**src/rtl/microseq_ctrl.sv**
```systemverilog
// Table-driven micro-sequencer: expands each opcode into a run of control-state codes,
// with a zero-flag alternate sequence, a fetch/load selector and a sticky halt.
module microseq_ctrl #(
  parameter int OP_W       = 6,
  parameter int STATE_W    = 6,
  parameter int MAX_STEPS  = 4,
  parameter int FETCH_OP   = 1,
  parameter int LOAD_OP    = 0,
  parameter int HALT_OP    = 57,
  parameter int NOP_STATE  = 56,
  parameter int HALT_STATE = 57,
  localparam int LEN_W     = $clog2(MAX_STEPS + 1),
  localparam int ENTRY_W   = 1 + 2 * (LEN_W + STATE_W)
) (
  input  logic               clk,
  input  logic               rst,
  input  logic               start,
  input  logic [OP_W-1:0]    op_in,
  input  logic               z_in,
  input  logic               cfg_we,
  input  logic [OP_W-1:0]    cfg_addr,
  input  logic [ENTRY_W-1:0] cfg_data,
  output logic [STATE_W-1:0] sm_state,
  output logic [OP_W-1:0]    next_op,
  output logic               busy,
  output logic               seq_done,
  output logic               halted
);

  typedef enum logic [1:0] {
    IDLE = 2'd0,
    RUN  = 2'd1,
    HALT = 2'd2
  } seq_state_t;

  logic [ENTRY_W-1:0] seq_table [2**OP_W];

  seq_state_t         state_q;
  logic [LEN_W-1:0]   step_q;
  logic [LEN_W-1:0]   len_q;
  logic [STATE_W-1:0] base_q;
  logic [OP_W-1:0]    op_q;

  logic [ENTRY_W-1:0] entry;
  logic               use_alt;
  logic [LEN_W-1:0]   raw_len;
  logic [LEN_W-1:0]   eff_len;
  logic [STATE_W-1:0] eff_base;

  // Sequence table, writable at any time; the FSM latches what it needs at sampling.
  always_ff @(posedge clk or posedge rst) begin
    if (rst) begin
      for (int i = 0; i < 2**OP_W; i++) begin
        seq_table[i] <= '0;
      end
    end else if (cfg_we) begin
      seq_table[cfg_addr] <= cfg_data;
    end
  end

  // Entry layout, LSB first: base, len, alt_base, alt_len, cond.
  always_comb begin
    entry    = seq_table[op_in];
    use_alt  = entry[ENTRY_W-1] & z_in;
    raw_len  = use_alt ? entry[2*STATE_W+LEN_W +: LEN_W] : entry[STATE_W +: LEN_W];
    eff_base = use_alt ? entry[STATE_W+LEN_W +: STATE_W] : entry[0 +: STATE_W];
    eff_len  = (raw_len > LEN_W'(MAX_STEPS)) ? LEN_W'(MAX_STEPS) : raw_len;
  end

  always_ff @(posedge clk or posedge rst) begin
    if (rst) begin
      state_q  <= IDLE;
      step_q   <= '0;
      len_q    <= '0;
      base_q   <= '0;
      op_q     <= '0;
      sm_state <= STATE_W'(NOP_STATE);
      next_op  <= OP_W'(FETCH_OP);
      busy     <= 1'b0;
      seq_done <= 1'b0;
      halted   <= 1'b0;
    end else begin
      seq_done <= 1'b0;
      if (start) begin
        case (state_q)
          IDLE: begin
            if (op_in == OP_W'(HALT_OP)) begin
              sm_state <= STATE_W'(HALT_STATE);
              next_op  <= OP_W'(HALT_OP);
              halted   <= 1'b1;
              state_q  <= HALT;
            end else if (eff_len == '0) begin
              sm_state <= STATE_W'(NOP_STATE);
              next_op  <= OP_W'(FETCH_OP);
            end else begin
              sm_state <= eff_base;
              base_q   <= eff_base;
              len_q    <= eff_len;
              op_q     <= op_in;
              // A one-step fetch is both first and last step; the load selector wins.
              if (op_in == OP_W'(FETCH_OP)) begin
                next_op <= OP_W'(LOAD_OP);
              end else if (eff_len == LEN_W'(1)) begin
                next_op <= OP_W'(FETCH_OP);
              end
              if (eff_len == LEN_W'(1)) begin
                seq_done <= 1'b1;
              end else begin
                state_q <= RUN;
                busy    <= 1'b1;
                step_q  <= LEN_W'(1);
              end
            end
          end
          RUN: begin
            sm_state <= base_q + STATE_W'(step_q);
            if (step_q == len_q - LEN_W'(1)) begin
              seq_done <= 1'b1;
              busy     <= 1'b0;
              step_q   <= '0;
              state_q  <= IDLE;
              if (op_q != OP_W'(FETCH_OP)) begin
                next_op <= OP_W'(FETCH_OP);
              end
            end else begin
              step_q <= step_q + LEN_W'(1);
            end
          end
          HALT: begin
          end
          default: state_q <= IDLE;
        endcase
      end
    end
  end

endmodule
```
**config.mk**
```make
export PLATFORM = sky130hd
export DESIGN_NAME = microseq_ctrl
export DESIGN_NICKNAME = d
export VERILOG_FILES = /design/src/rtl/microseq_ctrl.sv
export SDC_FILE = /design/constraint.sdc
export NUM_CORES = 2
export LEC_CHECK = 0
export ABC_AREA = 1
export ABC_CLOCK_PERIOD_IN_PS = 53500
export CORE_UTILIZATION = 36
export DETAILED_ROUTE_END_ITERATION = 8
export PLACE_DENSITY_LB_ADDON = 0.25
export SLEW_MARGIN = 20
export SYNTH_ARGS = -nofsm -noshare
export SYNTH_HDL_FRONTEND = slang
export SYNTH_SLANG_ARGS = --single-unit
```
**constraint.sdc**
```tcl
create_clock -name clk -period 53.5 [get_ports clk]
set_input_delay 10.7 -clock clk [delete_from_list [all_inputs] [get_ports clk]]
set_output_delay 10.7 -clock clk [all_outputs]
set_load 0.02 [all_outputs]
```
Yosys cells after proc, flatten, opt, wreduce, memory -nomap -nowiden
Cells that the tools add are included.
Widths: inputs -> output; s select.
{ "op_classes": {"n_eq_ne": 15, "magnitude_cmp": 4, "bitwise": 6, "n_reduce_logical": 11, "add_sub_neg": 3, "n_mux": 40} }
{ "ops": {"columns": ["operator", "count"], "rows": [
  ["$bwmux 1216", 1],
  ["$bmux 19 s6", 1],
  ["$demux 19 s6", 1],
  ["$mux 19", 3],
  ["$mux 6", 9],
  ["$pmux 6 s2", 2],
  ["$mux 3", 6],
  ["$reduce_and 5->1", 3],
  ["$ge 7x7->1 const B", 2],
  ["$not 6->7", 2],
  ["$ne 2x2->1 const B", 5],
  ["$mux 1", 9],
  ["$mux 2", 4],
  ["$lt 7x1->1 const B", 1],
  ["$add 6x3->6", 1],
  ["$eq 6x1->1 const B", 1],
  ["$eq 6x6->1 const B", 1],
  ["$ne 3x3->1 const B", 2],
  ["$ne 6x1->1 const B", 1],
  ["$pmux 2 s3", 1],
  ["$pmux 3 s2", 1],
  ["$reduce_and 6->1", 1],
  ["$ne 5x5->1 const B", 1],
  ["$pmux 1 s2", 2],
  ["other kinds (16)", 18]
]} }
{ "word_totals": {"reg_bits": 1251, "elab_cells": 153} }

Depth between registers and ports, before layout
{ "depth": {"ltp_word": 14, "depth_mapped": 23, "mapped_depth_nobuf": 20} }

Worst setup path before layout
Ideal clock, no wire load.
{ "synth_path": {"kind": "input port to flip-flop", "start": "in op_in[0]", "end": "reg sm_state[5]", "path_stages": 17, "path_buffers": 7, "slack_ns": 40.883, "arrival_ns": 12.542, "required_ns": 53.425, "path_cell_list": "buf_6 > inv_4 > buf_6 > buf_6 > buf_6 > buf_6 > buf_2 > buf_2 > o21ai_1 > o22ai_1 > a22o_1 > o21ai_1 > nand4_1 > mux2i_1 > nand2_1 > nand2_1 > nand2_1"} }
{ "synth_via": {"elab_chain_len": 12, "elab_cells_between_ends": 14, "classes_between": "order compare: 1; eq/ne: 1; mux: 9; bitwise: 2; reduce/logical: 1"} }
{ "synth_rtl": {"columns": ["item", "line", "source"], "rows": [
  ["from (decl)", "18", "input logic [OP_W-1:0] op_in,"],
  ["$not 6->7 (not written as such)", "63", "entry = seq_table[op_in];"],
  ["$bmux 19 s6", "63", null],
  ["$mux 19 (not written as such) (2 in a row)", "63", null],
  ["$and 1x1->1", "64", "use_alt = entry[ENTRY_W-1] & z_in;"],
  ["$mux 3", "65", "raw_len = use_alt ? entry[2*STATE_W+LEN_W +: LEN_W] : entry[STATE_W +: LEN_W];"],
  ["$gt 3x3->1", "67", "eff_len = (raw_len > LEN_W'(MAX_STEPS)) ? LEN_W'(MAX_STEPS) : raw_len;"],
  ["$mux 3", "67", null],
  ["$logic_not 3->1", "92", "end else if (eff_len == '0) begin"],
  ["$mux 6", "92", null],
  ["$mux 6 *", "87", "if (op_in == OP_W'(HALT_OP)) begin"],
  ["$pmux 6 s2 *", "85", "case (state_q)"],
  ["to (signal assigned)", "88", "sm_state <= STATE_W'(HALT_STATE);"],
  ["to (signal assigned)", "93", "sm_state <= STATE_W'(NOP_STATE);"],
  ["to (signal assigned)", "96", "sm_state <= eff_base;"],
  ["to (decl)", "23", "output logic [STATE_W-1:0] sm_state,"]
]} }
Mark *: on every way between the ends. The rest lies on a longest branch, timed or not. The select of a mux whose other input is x is not followed.
A chain may end at the register's enable or synchronous reset.

Final worst setup path
{ "layout_path": {"start": "in op_in[0]", "end": "reg op_q[0]"} }
{ "layout_via": {"elab_chain_len": 11, "elab_cells_between_ends": 13, "classes_between": "order compare: 1; eq/ne: 1; mux: 5; bitwise: 4; reduce/logical: 2"} }
{ "layout_rtl": {"columns": ["item", "line", "source"], "rows": [
  ["$not 6->7 (not written as such)", "63", null],
  ["$bmux 19 s6", "63", null],
  ["$mux 19 (not written as such) (2 in a row)", "63", null],
  ["$and 1x1->1", "64", null],
  ["$mux 3", "65", null],
  ["$gt 3x3->1", "67", null],
  ["$mux 3", "67", null],
  ["$logic_not 3->1", "92", null],
  ["$not 1->1 (no line)", null, null],
  ["$reduce_and 4->1 (no line)", null, null],
  ["to (signal assigned)", "99", "op_q <= op_in;"],
  ["to (decl)", "42", "logic [OP_W-1:0] op_q;"]
]} }
Several ways; a longest one is shown, not always the timed one. The select of a mux whose other input is x is not followed.

==> impl_metrics.py <==
metrics = {
    "power_and_ir_drop": {
        "p_seq_frac": 0.462,
        "p_int_mw": 1.798,
        "power_mw": 2.504,
        "pwr-share-comb": 0.139,
        "ir_drop_uv": 32.32,
        "clockPowerShare": 0.399,
        "cellPowerDensity_nw_per_um2": 39.65,
        "p_leak_nw": 29.09,
        "swShare": 0.2819,
        "power.switching_mw": 0.7060,
    },
    "timing": {
        "tightestPinTransition_ns": 1.175,
        "clock.fmax_ghz": 0.06592,
        "timing.setup.tns_ns": 0,
        "period_needed_ns": 15.17,
        "hold_viol": 0,
        "rsz0062_at_grt": "false",
        "finClkSkew_ns": 0.02301,
        "hold_slack_ns": 0.4772,
        "slew_viol_final": 0,
        "setup_viol": 0,
        "worst_slew_margin_rel": 0.2145,
        "timing.final.crit_share": 0.2835,
    },
    "floorplan": {
        "start_util": 0.3630,
        "rows": 145,
        "die_y_microns": 399.1,
        "die-area_sq_um": 159300,
        "ios": 51,
        "core_sq_um": 156400,
        "die_w_microns": 399.1,
    },
    "clocking": {
        "cts_hold_buffers": 0,
        "cts_resized": 0,
        "clkTransAtPathRegs_ns": 0.06,
        "tritoncts": "done",
        "cts_buffers": 137,
        "clk_latency_ns": 0.77,
        "cts-htree-levels": 4,
        "clock-root-buffer": "clkbuf_16",
        "cts_setup_buffers": 0,
        "cts_sinks": 1247,
        "clk_path_buf_depth": 3,
    },
    "critical_path": {
        "cp.required_ns": 54.12,
        "start_kind": "primary input",
        "r2r-end": "op_q[3]",
        "worstPathMaxFanout": 77,
        "ff2ff_setup_slack_ns": 50.63,
        "path_class": "in -> reg",
        "arrival_ns": 15.79,
        "r2r_start": "seq_table[512]",
        "ff2ff_path_depth": 19,
        "endpoint": "op_q[0]",
        "crit_path_end_kind": "flip-flop",
        "critical_path.startpoint": "op_in[0]",
    },
    "global_routing": {
        "grt.overflow.total": 0,
        "antenna_found_initial": 6,
        "grt_usage": 0.2407,
        "grt_pass1_vias": 44910,
        "grt_max_degree": 197,
        "grt_pass1_wl_microns": 291900,
    },
    "place": {
        "gp_congestion": 0.8833,
        "dpl.cell_count": 8692,
        "post_dp_cell_area_sq_um": 58360,
        "dp.final_hpwl_microns": 110200,
        "port_buffers": 48,
    },
    "logic_synthesis": {
        "synth_top_area_cell": "dfrtp_1",
        "yosysSeqAreaShare": 0.5498,
        "netlist_area_sq_um": 56760,
        "synthTopCellsByArea": "dfrtp_1 55%, o21ai_0 15%, nand2_1 13%",
        "synth_top_area_frac": 0.5480,
        "synthCells": 7059,
        "ys_types": 38,
        "syn_avg_cell_area_sq_um": 8.041,
        "synth-seq-cells": 1247,
        "yosysWarnings": 0,
    },
    "min_path": {
        "worstHoldStart": "seq_table[556]",
        "hold_path.class": "reg -> reg",
    },
    "drt": {
        "drtAntennaViolNets": 0,
        "dr.pass1.iters": 8,
        "drtIter0Drc": 5316,
        "via_per_inst": 5.366,
        "totalWireLength_microns": 191200,
        "num_vias": 48000,
        "wl_per_cell_microns": 21.37,
        "drc": 0,
    },
    "finish": {
        "final_cell_mix": "1987 x nand2_1, 1668 x o21ai_0, 1243 x dfrtp_1",
        "stdcell_area_sq_um": 63150,
        "layout_commonest_cell": "nand2_1",
        "nets": 6816,
        "syn_to_final_growth_pct": 11.25,
        "instances_no_fill": 8946,
        "layout-drive-gt1-share": 0.06187,
        "fill_cells": 15980,
    },
    "run_status": {
        "outcome": "finished clean",
    },
    "job": {
        "drv_cap": 0,
    },
}
## metal layers
metal | wire length, microns | global-route usage | up-vias | part of all wire
met5 | 0 | 0 | - | 0
met4 | 5139 | 0.06918 | 0 | 0.027
met3 | 12840 | 0.03820 | 254 | 0.067
met2 | 84900 | 0.3697 | 1524 | 0.44
met1 | 88320 | 0.3496 | 23760 | 0.46
li1 | - | - | 22470 | -
## layout make-up
cell class | count | area, sq um | share of cell area
diodes | 3 | 7.507 | 0.0001189
clock buffers | 201 | 4146 | 0.06566
clock inverters | 49 | 599.3 | 0.009491
inverters | 282 | 1091 | 0.01728
multi-input cells | 4915 | 21880 | 0.3465
flip-flops and latches | 1247 | 31210 | 0.4942
well taps | 2058 | 2575 | 0.04078
repair buffers | 191 | 1638 | 0.02594
## Yosys cell counts
master / count
conb_1: 1
inv_1: 275
clkinv_1: 3
nand2_1: 1992
nand3_1: 158
nor3_1: 16
inv_2: 3
o21ai_0: 1668
xor2_1: 4
a21boi_1: 1
xnor2_1: 2
dfstp_2: 4
nor3b_1: 1
o22ai_1: 112
o211ai_1: 7
a31oi_1: 2
a22o_1: 28
a211oi_1: 1
nand2_4: 1
ha_1: 5
buf_4: 23
nand2_2: 5
nand4_1: 35
mux2i_1: 1
nor2_2: 1
inv_4: 1
o21ai_1: 88
buf_6: 17
nor2_1: 587
clkbuf_1: 442
a21oi_1: 178
fa_1: 1
buf_1: 11
nor4_1: 10
nand3_2: 1
dfrtp_1: 1243
buf_2: 123
a22oi_1: 8
## through the flow
stage          utilization  setup slack [ns]
3_3_place_gp        0.3732             36.99
2_1_floorplan            -             7.667
3_5_place_dp        0.3732             37.00
6_report            0.4038             38.33
4_1_cts             0.4036             37.81
5_1_grt             0.4038             37.81
## worst max-delay path, cell delays in order
cell	delay [ns]
buf_8	0.41
buf_4	0.69
buf_4	0.79
buf_4	0.73
nand2_1	0.11
nand3_1	0.12
nand2_1	0.09
nand2_1	0.07
nand3_1	0.13
o21ai_0	0.58
nand4_1	0.17
nand2_1	0.10
nand2_1	0.08
nand3_2	0.17
nand2_2	0.10
inv_2	0.14
nand2_4	0.19
nand2_1	0.12
o21ai_1	0.06
## registers in the layout (all words and copies together), names as in the netlist
signal,flops
len_q,3
base_q,6
seq_done,1
state_q,2
sm_state,6
busy,1
halted,1
op_q,6
step_q,3
seq_table,1216
next_op,2
## worst min-delay path by stage
| stage | end | slack, ns | cells past startpoint |
|---|---|---|---|
| 2_1_floorplan | op_q[5] | 0.44 | 2 |
| 3_3_place_gp | seq_table[654] | 0.46 | 2 |
| 3_5_place_dp | seq_table[106] | 0.47 | 2 |
| 4_1_cts | seq_table[45] | 0.48 | 2 |
| 5_1_grt | seq_table[934] | 0.49 | 2 |
| 6_report | seq_table[556] | 0.48 | 2 |
## kinds of logic (layout without fill, tap and decap cells)
kind of cell | Yosys count | in the layout | synth area share
simple gates | 2807 | 2807 | 0.1920
compound gates | 2093 | 2093 | 0.1896
flops | 1247 | 1247 | 0.5498
buf+inv | 898 | 723 | 0.06591
fa+ha+maj | 6 | 6 | 0.001455
xor+xnor | 6 | 6 | 0.0009258
other cells | 1 | 5 | 0.00006606
mux | 1 | 1 | 0.0001763
## power groups by stage
stage	Combinational, mW	Clock (mW)	Sequential (mW)
2_1_floorplan	0.244	0	1.16
3_3_place_gp	0.340	0	1.17
3_5_place_dp	0.346	0	1.17
4_1_cts	0.347	1.02	1.16
5_1_grt	0.399	1.05	1.17
6_report	0.347	1.00	1.16
Power figures use the tool's default switching activity.
==> patch (same settings) <==
Make the reset (`rst`) synchronous in 2 clocked blocks.
--- a/src/rtl/microseq_ctrl.sv
+++ b/src/rtl/microseq_ctrl.sv
@@ -49,5 +49,5 @@
 
   // Sequence table, writable at any time; the FSM latches what it needs at sampling.
-  always_ff @(posedge clk or posedge rst) begin
+  always_ff @(posedge clk) begin
     if (rst) begin
       for (int i = 0; i < 2**OP_W; i++) begin
@@ -68,5 +68,5 @@
   end
 
-  always_ff @(posedge clk or posedge rst) begin
+  always_ff @(posedge clk) begin
     if (rst) begin
       state_q  <= IDLE;
Function: not settled (the Yosys comparison gave no result); the edit may change what the design does.
==> patch against the unedited design <==
  * Worst setup slack worse by 0.43 ns
  * Power is 10% lower
  * Critical path type unchanged
  * Hold slack worse by 0.0022 ns
  * Clock skew is 0.0065 ns higher
  * Critical path depth stayed put
  * Final area is 2.1% lower
  * Wire length is 3.6% lower
  * First-iteration DRC count is 8.7% lower
  * Global-route usage is 1.1 points lower
  * Sequential cell count stayed put
  * Area after synthesis is 0.79% lower
  * Synthesized cell count is 20% lower
  * Sequential share of layout area is 11 points higher
  * Largest cell class unchanged
==> patch: results (changes against the unedited design) <==
----------------------------------------------------
[Cells and area]
  Inverters, non-clock ... 151 (was 282)
  Clock network area share ... 0.06781 (was 0.07515)
  Share of the final layout cell area in sequential cells ... 0.6007 (was 0.4942)
  Signal buffers ... 127 (was 191)
  Clock buffer cells ... 164 (was 201)
  Multi-Input Combinational ... 3754 (was 4915)
  Utilization after layout ... 0.3999 (was 0.4038)
  Portion of the layout cell area used by non-clock buffers ... 0.01781 (was 0.02594)
  NumNets Final ... 5457 (was 6816)
  # diodes ... 0 (was 3)
  Fraction of standard cell area in multi-input logic ... 0.2626 (was 0.3465)
  Fill cell total of the finished layout ... 15.00k (was 15.98k)
  Fraction of final layout cells with drive strength greater than 1 ... 0.05693 (was 0.06187)

[Synthesis]
  Library cells used by synthesis ... 41 (was 38)
  Cell types with the highest counts after synthesis ... nor2_1 (1821), edfxtp_1 (1216), nand2_1 (799), o21ai_0 (442), clkbuf_1 (334) (was nand2_1 (1992), o21ai_0 (1668), dfrtp_1 (1243), nor2_1 (587), clkbuf_1 (442))
  Post-synthesis compound-gate area fraction ... 0.08014 (was 0.1896)
  Async set-reset flop share out of synthesis ... 0 (was 1.000)
  Synthesized instance count ... 5660 (was 7059)
  Synth Area in Adders ... 0.001466 (was 0.001455)
  Share of synthesized area spent on multiplexers ... 0 (was 0.0001763)
  Area contributors post-synth ... edfxtp_1 (65%), nor2_1 (12%), nand2_1 (5.3%) (was dfrtp_1 (55%), o21ai_0 (15%), nand2_1 (13%))
  Portion of the post-synthesis area used by sequential elements ... 0.6594 (was 0.5498)

[Global routing]
  Global-route wire length before repair ... 267.6 mm (was 291.9 mm)
  Number of global-route vias before repair ... 38.56k (was 44.91k)
  Pin count of the biggest net entering global routing ... 206 (was 197)
  Overall Global Routing Usage ... 0.2293 (was 0.2407)
  Initial antenna violation count ... 7 (was 6)

[Timing]
  Clk_skew ... 0.02950 ns (was 0.02301 ns)
  Worst slew margin relative to its limit ... 0.2398 (was 0.2145)

[Placement]
  Cell count after placement ... 7323 (was 8692)
  Place WS ... 37.35 ns (was 37.00 ns)
  Post-DP HPWL ... 102.6 mm (was 110.2 mm)
  Standard cell area after detailed placement ... 0.05762 mm^2 (was 0.05836 mm^2)

[Power and ir drop]
  Static leakage ... 22.66 nW (was 29.09 nW)
  IR drop worst, VDD ... 0.00003342 V (was 0.00003232 V)

[Setup path]
  Crit path max-delay family ... buffers and inverters (unchanged)
  Slowest Stage Delay on Critical Path ... 0.81 ns (was 0.79 ns)
  Path depth of the worst reg2reg path ... 18 (was 19)

[Status]
  Status ... completed (unchanged)

[Die]
  Tap Count ... 2044 (was 2058)

[Detailed routing]
  Count of vias placed by the detailed router ... 41.46k (was 48.00k)
  Detailed-route wire length ... 184.3 mm (was 191.2 mm)
  Via-to-Cell Ratio ... 5.485 (was 5.366)
  Number of detailed-route iterations in the first pass ... 5 (was 8)
  Detailed router's first-iteration violation count ... 4853 (was 5316)

[Clock tree]
  Insertion delay to the later sink of the worst-skew pair ... 0.79 ns (was 0.77 ns)

----------------------------------------------------
-- patch: metal layers --
| layer | track usage | vias to the layer above | wire [um] |
|---|---|---|---|
| met5 | 0 | - | 37 |
| met4 | 0.07342 | 6 | 5198 |
| met3 | 0.04206 | 267 | 15690 |
| met2 | 0.3611 | 1875 | 85310 |
| met1 | 0.3191 | 20660 | 78110 |
| li1 | - | 18650 | - |
-- patch: power breakdown --
| part | internal, mW | switching, mW | total [mW] |
|---|---|---|---|
| clock network | 0.507 | 0.405 | 0.912 |
| registers | 1.12 | 0.0169 | 1.14 |
| logic | 0.0436 | 0.153 | 0.196 |
-- patch: worst paths after layout --
path | to | slack, ns | from
worst max-delay path | base_q[5] | 37.91 | op_in[0]
worst min register to register | op_q[0] | 0.48 | op_q[0]
worst max register to register | base_q[5] | 50.51 | seq_table[51][18]
worst min-delay path | op_q[0] | 0.48 | op_q[0]
